===== config.mk =====
export PLATFORM = sky130hd
export DESIGN_NAME = ysyx_22050854_fetch_ctrl
export DESIGN_NICKNAME = d
export VERILOG_FILES = /design/src/rtl/ysyx_22050854_fetch_pkg.sv /design/src/rtl/ysyx_22050854_fetch_ctrl_redirect_sel.sv /design/src/rtl/ysyx_22050854_fetch_ctrl.sv
export SDC_FILE = /design/constraint.sdc
export NUM_CORES = 1
export LEC_CHECK = 0
export CORE_ASPECT_RATIO = 0.5
export CORE_UTILIZATION = 46
export DETAILED_ROUTE_END_ITERATION = 7
export GPL_ROUTABILITY_DRIVEN = 0
export HOLD_SLACK_MARGIN = 0.02
export PLACE_DENSITY = 0.86
export SLEW_MARGIN = 20
export SYNTH_ARGS = -nofsm -noshare
export SYNTH_HDL_FRONTEND = slang
export SYNTH_HIERARCHICAL = 1
export SYNTH_SLANG_ARGS = --single-unit

===== constraint.sdc =====
create_clock -name clock -period 5.6 [get_ports clock]
set_input_delay 1.4 -clock clock [delete_from_list [all_inputs] [get_ports clock]]
set_output_delay 1.4 -clock clock [all_outputs]
set_load 0.05 [all_outputs]

===== src/rtl/ysyx_22050854_fetch_pkg.sv =====
// Shared types and constants for the fetch sequencer.
package ysyx_22050854_fetch_pkg;

    localparam int PC_W = 32;
    localparam logic [PC_W-1:0] RESET_PC_DEF = 32'h8000_0000;
    localparam logic [PC_W-1:0] PC_STEP_DEF  = 32'd4;

    typedef enum logic [1:0] {
        IDLE = 2'd0,
        REQ  = 2'd1,
        WAIT = 2'd2,
        HOLD = 2'd3
    } fetch_state_e;

endpackage


===== src/rtl/ysyx_22050854_fetch_ctrl_redirect_sel.sv =====
// Redirect select: a CSR trap/return target wins over a branch target.
module ysyx_22050854_redirect_sel
    import ysyx_22050854_fetch_pkg::*;
(
    input  logic            br_redirect,
    input  logic [PC_W-1:0] br_target,
    input  logic            trap_redirect,
    input  logic [PC_W-1:0] trap_target,
    output logic            redir_valid,
    output logic [PC_W-1:0] redir_target
);

    always_comb begin
        redir_valid  = trap_redirect | br_redirect;
        redir_target = trap_redirect ? trap_target : br_target;
    end

endmodule


===== src/rtl/ysyx_22050854_fetch_ctrl.sv =====
// Fetch sequencer: owns the fetch PC, one outstanding imem request, squashes stale fetches.
// Optional perf counters enabled by YSYX_22050854_FETCH_PERF_EN.
module ysyx_22050854_fetch_ctrl
    import ysyx_22050854_fetch_pkg::*;
#(
    parameter logic [PC_W-1:0] RESET_PC = RESET_PC_DEF,
    parameter logic [PC_W-1:0] PC_STEP  = PC_STEP_DEF
) (
    input  logic            clock,
    input  logic            reset,
    input  logic            br_redirect,
    input  logic [PC_W-1:0] br_target,
    input  logic            trap_redirect,
    input  logic [PC_W-1:0] trap_target,
    output logic            imem_req_valid,
    input  logic            imem_req_ready,
    output logic [PC_W-1:0] imem_req_addr,
    input  logic            imem_resp_valid,
    input  logic [31:0]     imem_resp_data,
    output logic            imem_resp_ready,
    output logic            inst_valid,
    input  logic            inst_ready,
    output logic [PC_W-1:0] inst_pc,
    output logic [31:0]     inst,
    output logic [PC_W-1:0] fetch_pc
`ifdef YSYX_22050854_FETCH_PERF_EN
    ,
    output logic [63:0]     perf_fetch_cnt,
    output logic [63:0]     perf_drop_cnt
`endif
);

    fetch_state_e    state, state_nxt;
    logic            drop, drop_nxt;
    logic [PC_W-1:0] pc_nxt;
    logic            cap;
    logic            redir_valid;
    logic [PC_W-1:0] redir_target;

    ysyx_22050854_redirect_sel u_redirect_sel (
        .br_redirect   (br_redirect),
        .br_target     (br_target),
        .trap_redirect (trap_redirect),
        .trap_target   (trap_target),
        .redir_valid   (redir_valid),
        .redir_target  (redir_target)
    );

    always_comb begin
        state_nxt = state;
        drop_nxt  = drop;
        pc_nxt    = fetch_pc;
        cap       = 1'b0;
        unique case (state)
            IDLE: state_nxt = REQ;
            REQ: begin
                if (redir_valid) pc_nxt = redir_target;
                if (imem_req_ready) begin
                    state_nxt = WAIT;
                    // request already went out with the old PC
                    if (redir_valid) drop_nxt = 1'b1;
                end
            end
            WAIT: begin
                if (redir_valid) pc_nxt = redir_target;
                if (imem_resp_valid) begin
                    drop_nxt  = 1'b0;
                    state_nxt = REQ;
                    if (!drop && !redir_valid) begin
                        cap       = 1'b1;
                        state_nxt = HOLD;
                    end
                end else if (redir_valid) begin
                    drop_nxt = 1'b1;
                end
            end
            HOLD: begin
                if (redir_valid) begin
                    pc_nxt    = redir_target;
                    state_nxt = REQ;
                end else if (inst_ready) begin
                    pc_nxt    = fetch_pc + PC_STEP;
                    state_nxt = REQ;
                end
            end
            default: state_nxt = IDLE;
        endcase
    end

    always_ff @(posedge clock or posedge reset) begin
        if (reset) begin
            state    <= IDLE;
            drop     <= 1'b0;
            fetch_pc <= RESET_PC;
            inst_pc  <= '0;
            inst     <= '0;
        end else begin
            state    <= state_nxt;
            drop     <= drop_nxt;
            fetch_pc <= pc_nxt;
            if (cap) begin
                inst    <= imem_resp_data;
                inst_pc <= fetch_pc;
            end
        end
    end

    assign imem_req_valid  = (state == REQ);
    assign imem_req_addr   = fetch_pc;
    assign imem_resp_ready = (state == WAIT);
    assign inst_valid      = (state == HOLD);

`ifdef YSYX_22050854_FETCH_PERF_EN
    logic perf_take;
    logic perf_drop;

    assign perf_take = (state == HOLD) & inst_ready;
    assign perf_drop = ((state == WAIT) & imem_resp_valid & (drop | redir_valid))
                     | ((state == HOLD) & redir_valid & ~inst_ready);

    always_ff @(posedge clock or posedge reset) begin
        if (reset) begin
            perf_fetch_cnt <= '0;
            perf_drop_cnt  <= '0;
        end else begin
            if (perf_take) perf_fetch_cnt <= perf_fetch_cnt + 64'd1;
            if (perf_drop) perf_drop_cnt  <= perf_drop_cnt + 64'd1;
        end
    end
`endif

endmodule


# After elaboration in Yosys (flattened, before gate mapping)

Index checks and enable logic that the tools add are counted.

Register bits after elaboration: 99
Latch bits: 0
RAM bits: 0
Bits in read-only memories: 0
Logic and storage cells: 42
Memories: 0

$add $sub $neg: 1
$mul: 0
Divide/modulo/power cells: 0
$lt $le $gt $ge: 0
Equality and inequality tests: 7
Shift operators: 0
Muxes and demuxes: 18
Bitwise gates (word level): 1
Reductions and logical operators: 10

Operator list:

| kind                                                                  | count |
|---|---|
| 32-bit two-way mux                                                    | 4 |
| 32-bit case mux with 2 select lines                                   | 1 |
| 32-bit by 3-bit adder with 32-bit output, second input constant       | 1 |
| 2-bit two-way mux                                                     | 5 |
| 2-bit case mux with 4 select lines                                    | 1 |
| 1-bit two-way mux                                                     | 6 |
| 3-bit AND reduction                                                   | 2 |
| 2-bit equality test, second input constant                            | 2 |
| 2-bit by 1-bit != test with 1-bit output, second input constant       | 2 |
| 2-bit nonzero test                                                    | 2 |
| 3-bit by 1-bit != test with 1-bit output, second input constant       | 1 |
| 2-bit by 1-bit equality test with 1-bit output, second input constant | 1 |
| 1-bit zero test                                                       | 2 |
| 2-bit zero test                                                       | 1 |
| 2-bit != test, second input constant                                  | 1 |
| 1-bit case mux with 2 select lines                                    | 1 |
| 2-bit AND reduction                                                   | 1 |
| 2-bit OR reduction                                                    | 1 |
| 1-bit logical AND                                                     | 1 |
| 1-bit bitwise OR                                                      | 1 |

# Logic depth before layout (Yosys ltp)

Gate-level depths: netlist of the first run.

Word-level depth: 6
Depth in mapped cells: 10

# Modules after synthesis

Netlist of the first run, hierarchy kept.

Modules (own cells, without submodules):

| module                     | times used | cells an instance | area each (sq um) | sequential area each (sq um) |
|---|---|---|---|---|
| ysyx_22050854_fetch_ctrl   | 1          | 440               | 4895.9            | 2478.6 |
| ysyx_22050854_redirect_sel | 1          | 37                | 546.8             | 0.0 |

# Worst setup path after synthesis of the first run

Ideal clock, no wire load.

Path type: input to register
From: in trap_redirect
To: reg inst_pc[12]
Library setup time: 125 ps
Arrival time: 3080 ps
Path slack: 2395 ps
Stages on the path: 8
Cell sequence: buf_6 buf_12 or2_1 nor2_1 and3_1 clkbuf_1 buf_2 mux2_2

Longest elaborated chain between the ends: 6

RTL lines:

| what                   | line                                        | text |
|---|---|---|
| start: declaration     | ysyx_22050854_fetch_ctrl.sv:13              | `input logic trap_redirect,` |
| 1-bit bitwise OR       | ysyx_22050854_fetch_ctrl_redirect_sel.sv:14 | `redir_valid = trap_redirect \| br_redirect;` |
| named net redir_valid  | ysyx_22050854_fetch_ctrl.sv:37              | `logic redir_valid;` |
| 1-bit zero test        | ysyx_22050854_fetch_ctrl.sv:69              | `if (!drop && !redir_valid) begin` |
| 1-bit logical AND      | ysyx_22050854_fetch_ctrl.sv:69              |  |
| 1-bit two-way mux      | ysyx_22050854_fetch_ctrl.sv:69              |  |
| 1-bit two-way mux      | ysyx_22050854_fetch_ctrl.sv:66              | `if (imem_resp_valid) begin` |
| 1-bit two-way mux      | ysyx_22050854_fetch_ctrl.sv:54              | `unique case (state)` |
| end signal: assignment | ysyx_22050854_fetch_ctrl.sv:103             | `inst_pc <= fetch_pc;` |
| end: declaration       | ysyx_22050854_fetch_ctrl.sv:23              | `output logic [PC_W-1:0] inst_pc,` |

The timed path passes the listed nets, and every way through them passes these cells.
A chain may end at the register's enable or synchronous reset.

# Worst setup path in the final report of the first run

From: in br_redirect
To: reg fetch_pc[27]

Longest elaborated chain between the ends: 3

RTL lines:

| what                                                                                        | line                                        | text |
|---|---|---|
| start: declaration                                                                          | ysyx_22050854_fetch_ctrl.sv:11              | `input logic br_redirect,` |
| 1-bit bitwise OR *                                                                          | ysyx_22050854_fetch_ctrl_redirect_sel.sv:14 |  |
| named net redir_valid                                                                       | ysyx_22050854_fetch_ctrl.sv:37              |  |
| 3-bit by 1-bit != test with 1-bit output (no source line) (tied with other cells)           | -                                           |  |
| 3-bit AND reduction (no source line) or 32-bit case mux with 2 select lines (tied branches) | -                                           |  |
| end signal: assignment                                                                      | ysyx_22050854_fetch_ctrl.sv:100             | `fetch_pc <= pc_nxt;` |
| end: declaration                                                                            | ysyx_22050854_fetch_ctrl.sv:25              | `output logic [PC_W-1:0] fetch_pc` |

Mark *: on every way through the listed nets, which the timed path passes. The rest lies on a longest branch.

==> run_summary.xml, run 1 <==
<?xml version="1.0" encoding="UTF-8"?>
<metrics>
  <group name="grt">
    <metric name="first_global_vias" unit="">4614</metric>
    <metric name="grt_antenna_before_repair" unit="">0</metric>
    <metric name="grt_pass1_wl" unit="µm">24000</metric>
    <metric name="grt_start_max_net_pins" unit="">70</metric>
    <metric name="globalRouteTotalUtil" unit="">0.2507</metric>
    <metric name="grt_remaining_overflow" unit="">0</metric>
  </group>
  <group name="cells_and_area">
    <metric name="post_route_cells_drive_above_1_share" unit="">0.1985</metric>
    <metric name="num_antenna_cells" unit="">0</metric>
    <metric name="postLayoutCoreUtil" unit="">0.7046</metric>
    <metric name="finish.instance_area" unit="mm²">0.007926</metric>
    <metric name="filler_cell_count" unit="">817</metric>
    <metric name="final_net_count" unit="">778</metric>
    <metric name="multi_input_area" unit="mm²">0.002549</metric>
    <metric name="final_cell_count_no_fill" unit="">834</metric>
    <metric name="area_growth_syn_to_layout" unit="%">45.63</metric>
    <metric name="seqCellArea" unit="mm²">0.002479</metric>
  </group>
  <group name="clock_network">
    <metric name="tritoncts.num_buffers" unit="">9</metric>
    <metric name="cts_hold_buffers" unit="">0</metric>
    <metric name="cts_max_path_buffers" unit="">2</metric>
    <metric name="cell_at_the_root_of_the_clock_tree" unit="">clkbuf_16</metric>
    <metric name="clock_latency" unit="ns">0.34</metric>
    <metric name="post_cts.repair.setup_buffers" unit="">0</metric>
    <metric name="cts-resized-gates" unit="">0</metric>
    <metric name="clk_transition_reported_paths" unit="ns">0.07</metric>
    <metric name="h-tree-depth" unit="">3</metric>
    <metric name="clock_sink_count" unit="">99</metric>
    <metric name="clock_tree_from_tritoncts" unit="">yes</metric>
  </group>
  <group name="floorplanning">
    <metric name="design.portCount" unit="">234</metric>
    <metric name="die-area" unit="mm²">0.01230</metric>
    <metric name="core_region_area" unit="mm²">0.01125</metric>
    <metric name="chipWidth" unit="µm">155.8</metric>
    <metric name="die_h" unit="µm">78.92</metric>
    <metric name="fp-row-count" unit="">27</metric>
    <metric name="start_util" unit="">0.4838</metric>
  </group>
  <group name="critical_path">
    <metric name="timing.critical_path.to_type" unit="">flop</metric>
    <metric name="worst-endpoint-arrival" unit="ns">3.97</metric>
    <metric name="capture_point_of_the_worst_path" unit="">fetch_pc[27]</metric>
    <metric name="critical_path_peak_fanout" unit="">19</metric>
    <metric name="setup.worst_path.class" unit="">in -&gt; reg</metric>
    <metric name="worst_setup_path_startpoint" unit="">br_redirect</metric>
    <metric name="regToRegSetupSlack" unit="ns">2.99</metric>
    <metric name="r2r-start" unit="">state[0]</metric>
    <metric name="r2r_end" unit="">fetch_pc[25]</metric>
    <metric name="crit_path_start_kind" unit="">input port</metric>
    <metric name="cp_data_required_time" unit="ns">5.81</metric>
    <metric name="reg2regPathDepth" unit="">6</metric>
  </group>
  <group name="placement">
    <metric name="dp.cells" unit="">817</metric>
    <metric name="detailedPlacementHpwl" unit="µm">10810</metric>
    <metric name="postPlaceCellArea" unit="mm²">0.007627</metric>
    <metric name="portBuffers" unit="">233</metric>
  </group>
  <group name="synthesis">
    <metric name="synth_seq_cells" unit="">99</metric>
    <metric name="share_of_flip_flops_with_an_asynchronous_set_or_reset" unit="">1.000</metric>
    <metric name="syn-num-nets" unit="">585</metric>
    <metric name="synth_cell_types" unit="">52</metric>
    <metric name="netlist_instances" unit="">477</metric>
    <metric name="postSynth.topFlopCell" unit="">dfrtp_1</metric>
    <metric name="syn-mean-instance-area" unit="µm²">11.41</metric>
    <metric name="netlist_area" unit="mm²">0.005443</metric>
    <metric name="ys_seq_area_frac" unit="">0.4554</metric>
    <metric name="synth_warnings" unit="">6</metric>
    <metric name="synth_enable_flop_cells" unit="">0</metric>
  </group>
  <group name="sta">
    <metric name="finalSetupViolCount" unit="">0</metric>
    <metric name="setup_repair_after_global_routing_missed_its_margin" unit="">no</metric>
    <metric name="final.min_clock_period" unit="ns">3.759</metric>
    <metric name="worst_slew_pin_slew" unit="ns">1.096</metric>
    <metric name="slew_violations" unit="">0</metric>
    <metric name="hold_ws" unit="ns">0.5049</metric>
    <metric name="final_hold_vio_count" unit="">0</metric>
    <metric name="post-route-period-util" unit="">0.6713</metric>
    <metric name="fin_skew" unit="ns">0.01164</metric>
    <metric name="max_slew_margin" unit="">0.2670</metric>
    <metric name="final.setup.tns" unit="ns">0</metric>
    <metric name="max_freq" unit="MHz">266.0</metric>
  </group>
  <group name="power_and_ir_drop">
    <metric name="vdd_ir_drop_max" unit="V">0.0002416</metric>
    <metric name="clkPwrFrac" unit="">0.135</metric>
    <metric name="net-switching-power" unit="mW">2.192</metric>
    <metric name="sequentialPowerShare" unit="">0.284</metric>
    <metric name="switching_share_of_power" unit="">0.5132</metric>
    <metric name="power-per-cell-area" unit="mW/mm²">538.8</metric>
    <metric name="intPower" unit="mW">2.079</metric>
    <metric name="p_comb_frac" unit="">0.581</metric>
    <metric name="leakage" unit="nW">3.414</metric>
  </group>
  <group name="drt">
    <metric name="remaining_antenna_violation_count" unit="">0</metric>
    <metric name="wl" unit="µm">15370</metric>
    <metric name="viasPerCell" unit="">5.559</metric>
    <metric name="post_route_drc_violation_count" unit="">0</metric>
    <metric name="drtPass1Iterations" unit="">5</metric>
    <metric name="route.detailed.wl_per_inst" unit="µm">18.42</metric>
    <metric name="routed-via-count" unit="">4636</metric>
    <metric name="drt_iter0_drc" unit="">338</metric>
  </group>
  <group name="run_status">
    <metric name="status" unit="">finished, final reports clean</metric>
  </group>
  <group name="min_path">
    <metric name="worst_hold_path_type" unit="">reg -&gt; reg</metric>
  </group>
  <group name="job">
    <metric name="cap_viol_max_count" unit="">0</metric>
  </group>
</metrics>
## power by group through the flow
stage / Clock, mW / Sequential (mW) / Combinational [mW]
finish: 0.577 / 1.21 / 2.48
floorplan: 0 / 1.77 / 1.18
detailed placement: 0 / 1.22 / 2.46
CTS: 0.582 / 1.21 / 2.48
global placement: 0 / 1.20 / 2.42
global route: 0.611 / 1.25 / 2.58
## placed cells by master (no fill, tap or decap), drive strengths merged, types with 3 or more instances in the layout
cell,count
clkdlybuf4s50,232
dfrtp,98
mux2,98
a21oi,32
nand2,30
nand3,18
nor2,16
o21ai,16
clkbuf,11
and3,10
nor3,9
inv,8
buf,8
o22ai,7
a31oi,6
o22a,6
nand4,6
a2bb2oi,6
and4,5
a311oi,5
ha,5
o21a,4
or3,4
a211oi,4
nor4,4
nand2b,3
clkinv,3
or2,3
## metrics by stage
step | setup WS (ns) | total power, mW
3_3_place_gp | 1.671 | 3.625
2_1_floorplan | 1.611 | 2.947
6_report | 1.841 | 4.271
5_1_grt | 1.724 | 4.442
3_5_place_dp | 1.608 | 3.672
4_1_cts | 1.939 | 4.265
## critical path, stage by stage
cell and delay (ns):
clkdlybuf4s50_1 0.39, or2_1 0.29, nand2b_1 0.53, nor4b_1 0.99
and4_1 0.31, nor3_1 0.05
## cells in the mapped netlist (2+ instances only)
cell,instances,area [µm²]
mux2_4,29,435.4
a311oi_1,5,43.79
buf_12,3,60.06
nor4b_1,2,17.52
nor2_1,16,60.06
a2bb2oi_1,6,52.55
mux2_2,69,777.0
o22ai_1,7,43.79
buf_4,32,240.2
a211o_1,2,17.52
buf_2,9,45.04
nand4_1,6,37.54
dfrtp_1,98,2452
ha_1,5,62.56
inv_1,7,26.28
and4_1,5,43.79
o32ai_1,2,17.52
a31oi_1,6,37.54
nor4_1,3,18.77
o21ai_0,16,80.08
o22a_1,6,52.55
a21oi_1,32,160.2
and3_1,8,50.05
or3_1,4,25.02
nand2b_1,3,18.77
nor3_1,8,40.04
clkbuf_1,13,48.80
o21a_1,4,30.03
nand2_1,30,112.6
nand3_1,16,80.08
and2_1,2,12.51
a211oi_1,3,22.52
## cell type report
class                      instances  share of cell area
multi-input combinational        313              0.3215
sequential                        99              0.3127
timing repair buffer             240              0.3028
clock buffer                      11             0.02936
tap                              159             0.02510
clock inverter                     5            0.004893
inverter                           7            0.003631
## worst min path at each step
stage                           start          end  cells after the start
after floorplan              state[1]     state[1]                      1
after global placement        inst[9]      inst[9]                      1
after detailed placement     inst[16]     inst[16]                      1
after CTS                  inst_pc[7]   inst_pc[7]                      1
after global routing         inst[16]     inst[16]                      1
final                     inst_pc[12]  inst_pc[12]                      1
## kinds of logic (layout without fill, tap and decap cells)
group | Yosys count | in the layout | share of synthesized area
and+or+nand+nor | 115 | 115 | 0.1182
DFF | 99 | 99 | 0.4554
muxes | 98 | 98 | 0.2228
AOI/OAI and AO/OA | 95 | 95 | 0.1129
buffers and inverters | 65 | 263 | 0.07931
adders and majority gates | 5 | 5 | 0.01149
## registers in the layout, summed over array words and instances (netlist names)
name      count
inst         32
fetch_pc     32
drop          1
state         2
inst_pc      32
## per-layer routing
layer	vias up	GRT usage	routed length, µm
li1	2111	-	-
met2	200	0.4388	7844
met5	-	0	0
met3	21	0.05895	1022
met1	2304	0.3136	6266
met4	0	0.06471	232
No activity file was read; power rests on OpenSTA's default activity.
==> run 2: changes to the inputs <==
CORE_UTILIZATION = 43   (was 46)
PLACE_DENSITY = 0.81   (was 0.86)
clock period = 3.8 ns   (was 5.6 ns; I/O delays follow)
==> run 2 against run 1 <==
Net effect: sequential share of layout area down 0.31 points; power up 49%; first-iteration DRC count down 2.7%; largest power group unchanged.
==> run_summary.xml, run 2 (same netlist as run 1, synthesis figures left out) <==
<?xml version="1.0" encoding="UTF-8"?>
<metrics>
  <group name="critical_path">
    <metric name="reg2regPathDepth" unit="">6</metric>
    <metric name="crit_path_start_kind" unit="">flop</metric>
    <metric name="setup.worst_path.class" unit="">reg -&gt; out</metric>
    <metric name="critical_path_peak_fanout" unit="">6</metric>
    <metric name="worst-endpoint-arrival" unit="ns">1.97</metric>
    <metric name="cp_data_required_time" unit="ns">2.85</metric>
    <metric name="worst_setup_path_startpoint" unit="">state[1]</metric>
    <metric name="r2r-start" unit="">fetch_pc[2]</metric>
    <metric name="timing.critical_path.to_type" unit="">output pin</metric>
  </group>
  <group name="clock_network">
    <metric name="clock_sink_count" unit="">99</metric>
    <metric name="tritoncts.num_buffers" unit="">9</metric>
    <metric name="clk_transition_reported_paths" unit="ns">0.07</metric>
    <metric name="cts_max_path_buffers" unit="">2</metric>
    <metric name="cts_hold_buffers" unit="">0</metric>
    <metric name="clock_tree_from_tritoncts" unit="">yes</metric>
    <metric name="cell_at_the_root_of_the_clock_tree" unit="">clkbuf_16</metric>
    <metric name="cts-resized-gates" unit="">0</metric>
    <metric name="clock_latency" unit="ns">0.34</metric>
    <metric name="h-tree-depth" unit="">3</metric>
    <metric name="post_cts.repair.setup_buffers" unit="">0</metric>
  </group>
  <group name="sta">
    <metric name="final_hold_vio_count" unit="">0</metric>
    <metric name="max_slew_margin" unit="">0.5520</metric>
    <metric name="slew_violations" unit="">0</metric>
    <metric name="finalSetupViolCount" unit="">0</metric>
    <metric name="final.min_clock_period" unit="ns">2.916</metric>
    <metric name="final.setup.tns" unit="ns">0</metric>
    <metric name="worst_slew_pin_slew" unit="ns">0.6720</metric>
    <metric name="fin_skew" unit="ns">0.007949</metric>
    <metric name="max_freq" unit="MHz">342.9</metric>
    <metric name="post-route-period-util" unit="">0.7675</metric>
    <metric name="setup_repair_after_global_routing_missed_its_margin" unit="">no</metric>
  </group>
  <group name="floorplanning">
    <metric name="design.portCount" unit="">234</metric>
    <metric name="die-area" unit="mm²">0.01314</metric>
    <metric name="fp-row-count" unit="">28</metric>
    <metric name="die_h" unit="µm">81.56</metric>
    <metric name="start_util" unit="">0.4503</metric>
    <metric name="chipWidth" unit="µm">161.1</metric>
    <metric name="core_region_area" unit="mm²">0.01209</metric>
  </group>
  <group name="power_and_ir_drop">
    <metric name="vdd_ir_drop_max" unit="V">0.0004087</metric>
    <metric name="finalPower" unit="mW">6.366</metric>
    <metric name="leakage" unit="nW">3.456</metric>
    <metric name="power-per-cell-area" unit="mW/mm²">795.1</metric>
  </group>
  <group name="cells_and_area">
    <metric name="highest_count_cells_in_the_layout_ignoring_fill_and_taps" unit="">clkdlybuf4s50_1 (232), dfrtp_1 (98), mux2_2 (69), a21oi_1 (32), nand2_1 (30)</metric>
    <metric name="largestRegisters" unit="">fetch_pc (32), inst (32), inst_pc (32)</metric>
    <metric name="num_antenna_cells" unit="">0</metric>
    <metric name="final_net_count" unit="">782</metric>
    <metric name="area_growth_syn_to_layout" unit="%">47.10</metric>
    <metric name="post_route_cells_drive_above_1_share" unit="">0.2062</metric>
    <metric name="final_common_cell" unit="">clkdlybuf4s50_1</metric>
  </group>
  <group name="grt">
    <metric name="grt_start_max_net_pins" unit="">65</metric>
    <metric name="most_used_routing_layer" unit="">met2</metric>
    <metric name="grt_antenna_before_repair" unit="">0</metric>
    <metric name="gr-usage-met3" unit="">0.04495</metric>
    <metric name="grt_pass1_wl" unit="µm">23090</metric>
    <metric name="first_global_vias" unit="">4424</metric>
    <metric name="grt_remaining_overflow" unit="">0</metric>
    <metric name="gr_met2_demand_resource" unit="">0.3853</metric>
    <metric name="globalRouteMet1Util" unit="">0.2878</metric>
    <metric name="globalRouteTotalUtil" unit="">0.2216</metric>
  </group>
  <group name="drt">
    <metric name="wl" unit="µm">14890</metric>
    <metric name="drtPass1Iterations" unit="">5</metric>
    <metric name="drt_iter0_drc" unit="">329</metric>
    <metric name="route.detailed.wl_per_inst" unit="µm">17.64</metric>
    <metric name="viasPerCell" unit="">5.396</metric>
    <metric name="routed-via-count" unit="">4554</metric>
    <metric name="post_route_drc_violation_count" unit="">0</metric>
    <metric name="remaining_antenna_violation_count" unit="">0</metric>
  </group>
  <group name="min_path">
    <metric name="worst_hold_path_type" unit="">reg -&gt; reg</metric>
    <metric name="min_from" unit="">inst_pc[31]</metric>
    <metric name="timing.hold.worst_path_depth" unit="">1</metric>
  </group>
  <group name="placement">
    <metric name="portBuffers" unit="">233</metric>
    <metric name="detailedPlacementHpwl" unit="µm">10880</metric>
  </group>
  <group name="job">
    <metric name="cap_viol_max_count" unit="">0</metric>
  </group>
  <group name="run_status">
    <metric name="status" unit="">finished, final reports clean</metric>
  </group>
</metrics>
==> run 2: changes by cell type in the layout (fill, tap and decap cells not counted), moves of 2 or more <==
cell | previous run | this run
buf_12 | 0 | 2
inv_6 | 1 | 3
clkbuf_1 | 2 | 0
buf_4 | 6 | 9
==> run 2: final cells by class <==
type	instances	area [µm²]
fillers	929	4080
multi-input cells	313	2549
flip-flops and latches	99	2479
repair buffers	244	2435
clock buffers	10	239.0
well taps	165	206.4
clock inverters	6	70.07
inverters	7	28.78
==> run 2: per-stage QoR <==
stage	cells	setup WS (ns)	util	cell area, µm²	hold WS [ns]
final	844	0.8836	0.6624	8006	0.5075
after global routing	844	0.8123	0.6624	8006	0.5152
after CTS	844	0.8708	0.6624	8006	0.5096
after detailed placement	828	0.6624	0.6369	7697	0.4945
after global placement	828	0.6686	0.6369	7697	0.4887
after floorplan	477	0.2612	-	5443	0.5160
==> run 2: worst paths after layout <==
| path | slack, ns | to |
|---|---|---|
| max | 0.88 | imem_req_valid |
| max reg2reg | 1.62 | fetch_pc[16] |
| min | 0.51 | inst_pc[31] |
| min in group asynchronous | 1.08 | inst_pc[8] |
| max in group asynchronous | 1.88 | fetch_pc[9] |
| min reg2reg | 0.51 | inst_pc[31] |
==> run 2: power by group <==
| group | total [mW] | internal [mW] | switching [mW] |
|---|---|---|---|
| clock | 0.948 | 0.536 | 0.411 |
| combinational | 3.64 | 1.28 | 2.36 |
| sequential | 1.78 | 1.34 | 0.438 |
| total | 6.37 | 3.16 | 3.21 |
==> run 2: metal layers <==
layer | wire (µm) | vias to the layer above
met2 | 7590 | 149
li1 | - | 2121
met1 | 6291 | 2270
met5 | 0 | -
met3 | 847 | 14
met4 | 158 | 0
==> run 2: worst max-delay path: stages, from the launching register on <==
cell and delay [ns]:
dfrtp_1 0.41, inv_1 0.10, ha_1 0.27, clkdlybuf4s50_1 0.85
==> variant, RTL diff (settings of run 2) <==
The option `YSYX_22050854_FETCH_PERF_EN` is turned on by a define.
--- a/src/rtl/ysyx_22050854_fetch_ctrl.sv
+++ b/src/rtl/ysyx_22050854_fetch_ctrl.sv
@@ -1,5 +1,7 @@
 // Fetch sequencer: owns the fetch PC, one outstanding imem request, squashes stale fetches.
 // Optional perf counters enabled by YSYX_22050854_FETCH_PERF_EN.
+`define YSYX_22050854_FETCH_PERF_EN
+
 module ysyx_22050854_fetch_ctrl
     import ysyx_22050854_fetch_pkg::*;
 #(
Formal check against the unedited RTL (old outputs only; new: perf_drop_cnt and perf_fetch_cnt): equivalent (equiv_simple and equiv_induct, registers matched by name and starting in step).
==> variant against run 2 <==
Routed wire length rose by 110%. Power rose by 54%. Synthesized area rose by 110%. Largest cell class is now sequential cells. Sequential cell count rose by 128. Highest routed layer unchanged. Hold slack got worse by 24 ps. Cell area rose by 97%. Clock skew rose by 12 ps. Cell count rose by 100%. Worst setup slack got worse by 280 ps.
==> variant: results (changes against run 2) <==
The number of global-route vias before repair is 8796 (was 4424). The all-layer global routing usage is 23.0% (was 22.2%). The core footprint is 25400 um^2 (was 12100 um^2). The adder-cell share of the synthesized area is 0.783% (was 1.15%). The wire length of the first global-routing pass was 49.1 mm (was 23.1 mm). The count of distinct cell types in the synthesized netlist is 56 (was 52).

The multi-input combinational gate total is 691 (was 313). The number of DRC violations after detailed-routing iteration 0 is 706 (was 329). The clock latency on the worst-skew pair came out at 520 ps (was 340 ps).

The fraction of power spent switching nets is 42.5% (was 50.4%). Dominant cells by area after synthesis: sky130_fd_sc_hd__dfrtp_1 (51%), sky130_fd_sc_hd__mux2_2 (7.1%), sky130_fd_sc_hd__xnor2_1 (5.8%) (was sky130_fd_sc_hd__dfrtp_1 (45%), sky130_fd_sc_hd__mux2_2 (14%), sky130_fd_sc_hd__mux2_4 (8.0%)). The number of buffers created by CTS came out at 23 (was 9). The maximum buffer depth of the clock tree is 3 (was 2). The average routed wire per standard cell was 18.8 um (was 17.6 um).

The multiplexer area fraction after synthesis came to 11.0% (was 22.3%). The number of H-tree branching levels came out at 1 (was 3). The clock sink total came out at 227 (was 99). The count of inverters not on the clock network in the layout is 21 (was 7).

The fraction of the mapped netlist area in compound gates was 6.35% (was 11.3%). The fraction of area in clock buffers and inverters is 5.11% (was 3.86%). The fraction of the yosys area taken by sequential cells came to 50.8% (was 45.5%).

The longest individual stage delay on the worst path is 890 ps (was 850 ps). The buffer share of cell area is 23.9% (was 30.4%). The sequential cell area share came out at 36.0% (was 31.0%). The pin count of the biggest net entering global routing came to 166 (was 65).

The number of non-clock buffers came out at 378 (was 244). Registers with the most flip-flops: perf_drop_cnt (64), perf_fetch_cnt (64) (was fetch_pc (32), inst (32), inst_pc (32)). The setup clock skew after layout is 19.9 ps (was 7.95 ps). The post-synthesis net count came out at 1119 (was 585). The pre-CTS setup slack came out at 458 ps (was 662 ps). The estimated wirelength of the detail-placed design was 23.2 mm (was 10.9 mm).

The number of filler cells placed in the layout came out at 1986 (was 929). Run status: finished clean (unchanged). The number of I/O port buffers came out at 361 (was 233).

The number of vias in the routed layout came out at 9159 (was 4554). The data arrival time of the critical path is 2250 ps (was 1970 ps). The reported leakage power is 6.84 nW (was 3.46 nW).

The largest fanout on the critical path came out at 7 (was 6). The clock tree buffer count of the final layout is 30 (was 10). The transition time at the pin with the least slew margin came out at 923 ps (was 672 ps). The post-synthesis to final-layout area growth is 41.0% (was 47.1%).
[variant: layer usage]
layer  GRT usage [%]  share of wire, %  vias up
met4            6.80               2.7        0
met2            39.7                50      280
met3            3.42               4.8       65
li1                -                 -     4252
met5               0                 0        -
met1            30.2                42     4562
[variant: final timing paths]
check,endpoint,cells past startpoint,from,slack [ps]
max,imem_resp_ready,3,state[0],600
min,perf_fetch_cnt[63],1,perf_fetch_cnt[63],480
max reg2reg,perf_drop_cnt[47],8,state[0],1090
min reg2reg,perf_fetch_cnt[63],1,perf_fetch_cnt[63],480
max in group asynchronous,fetch_pc[27],3,reset,2050
min in group asynchronous,perf_fetch_cnt[16],3,reset,1060
[variant: power groups by stage]
stage               logic (mW)  clock network [mW]  registers, mW
floorplan                 1.82                   0           4.31
global placement          4.06                   0           3.27
detailed placement        4.12                   0           3.31
CTS                       4.13                2.50           3.27
global route              4.29                2.60           3.33
finish                    4.11                2.45           3.27
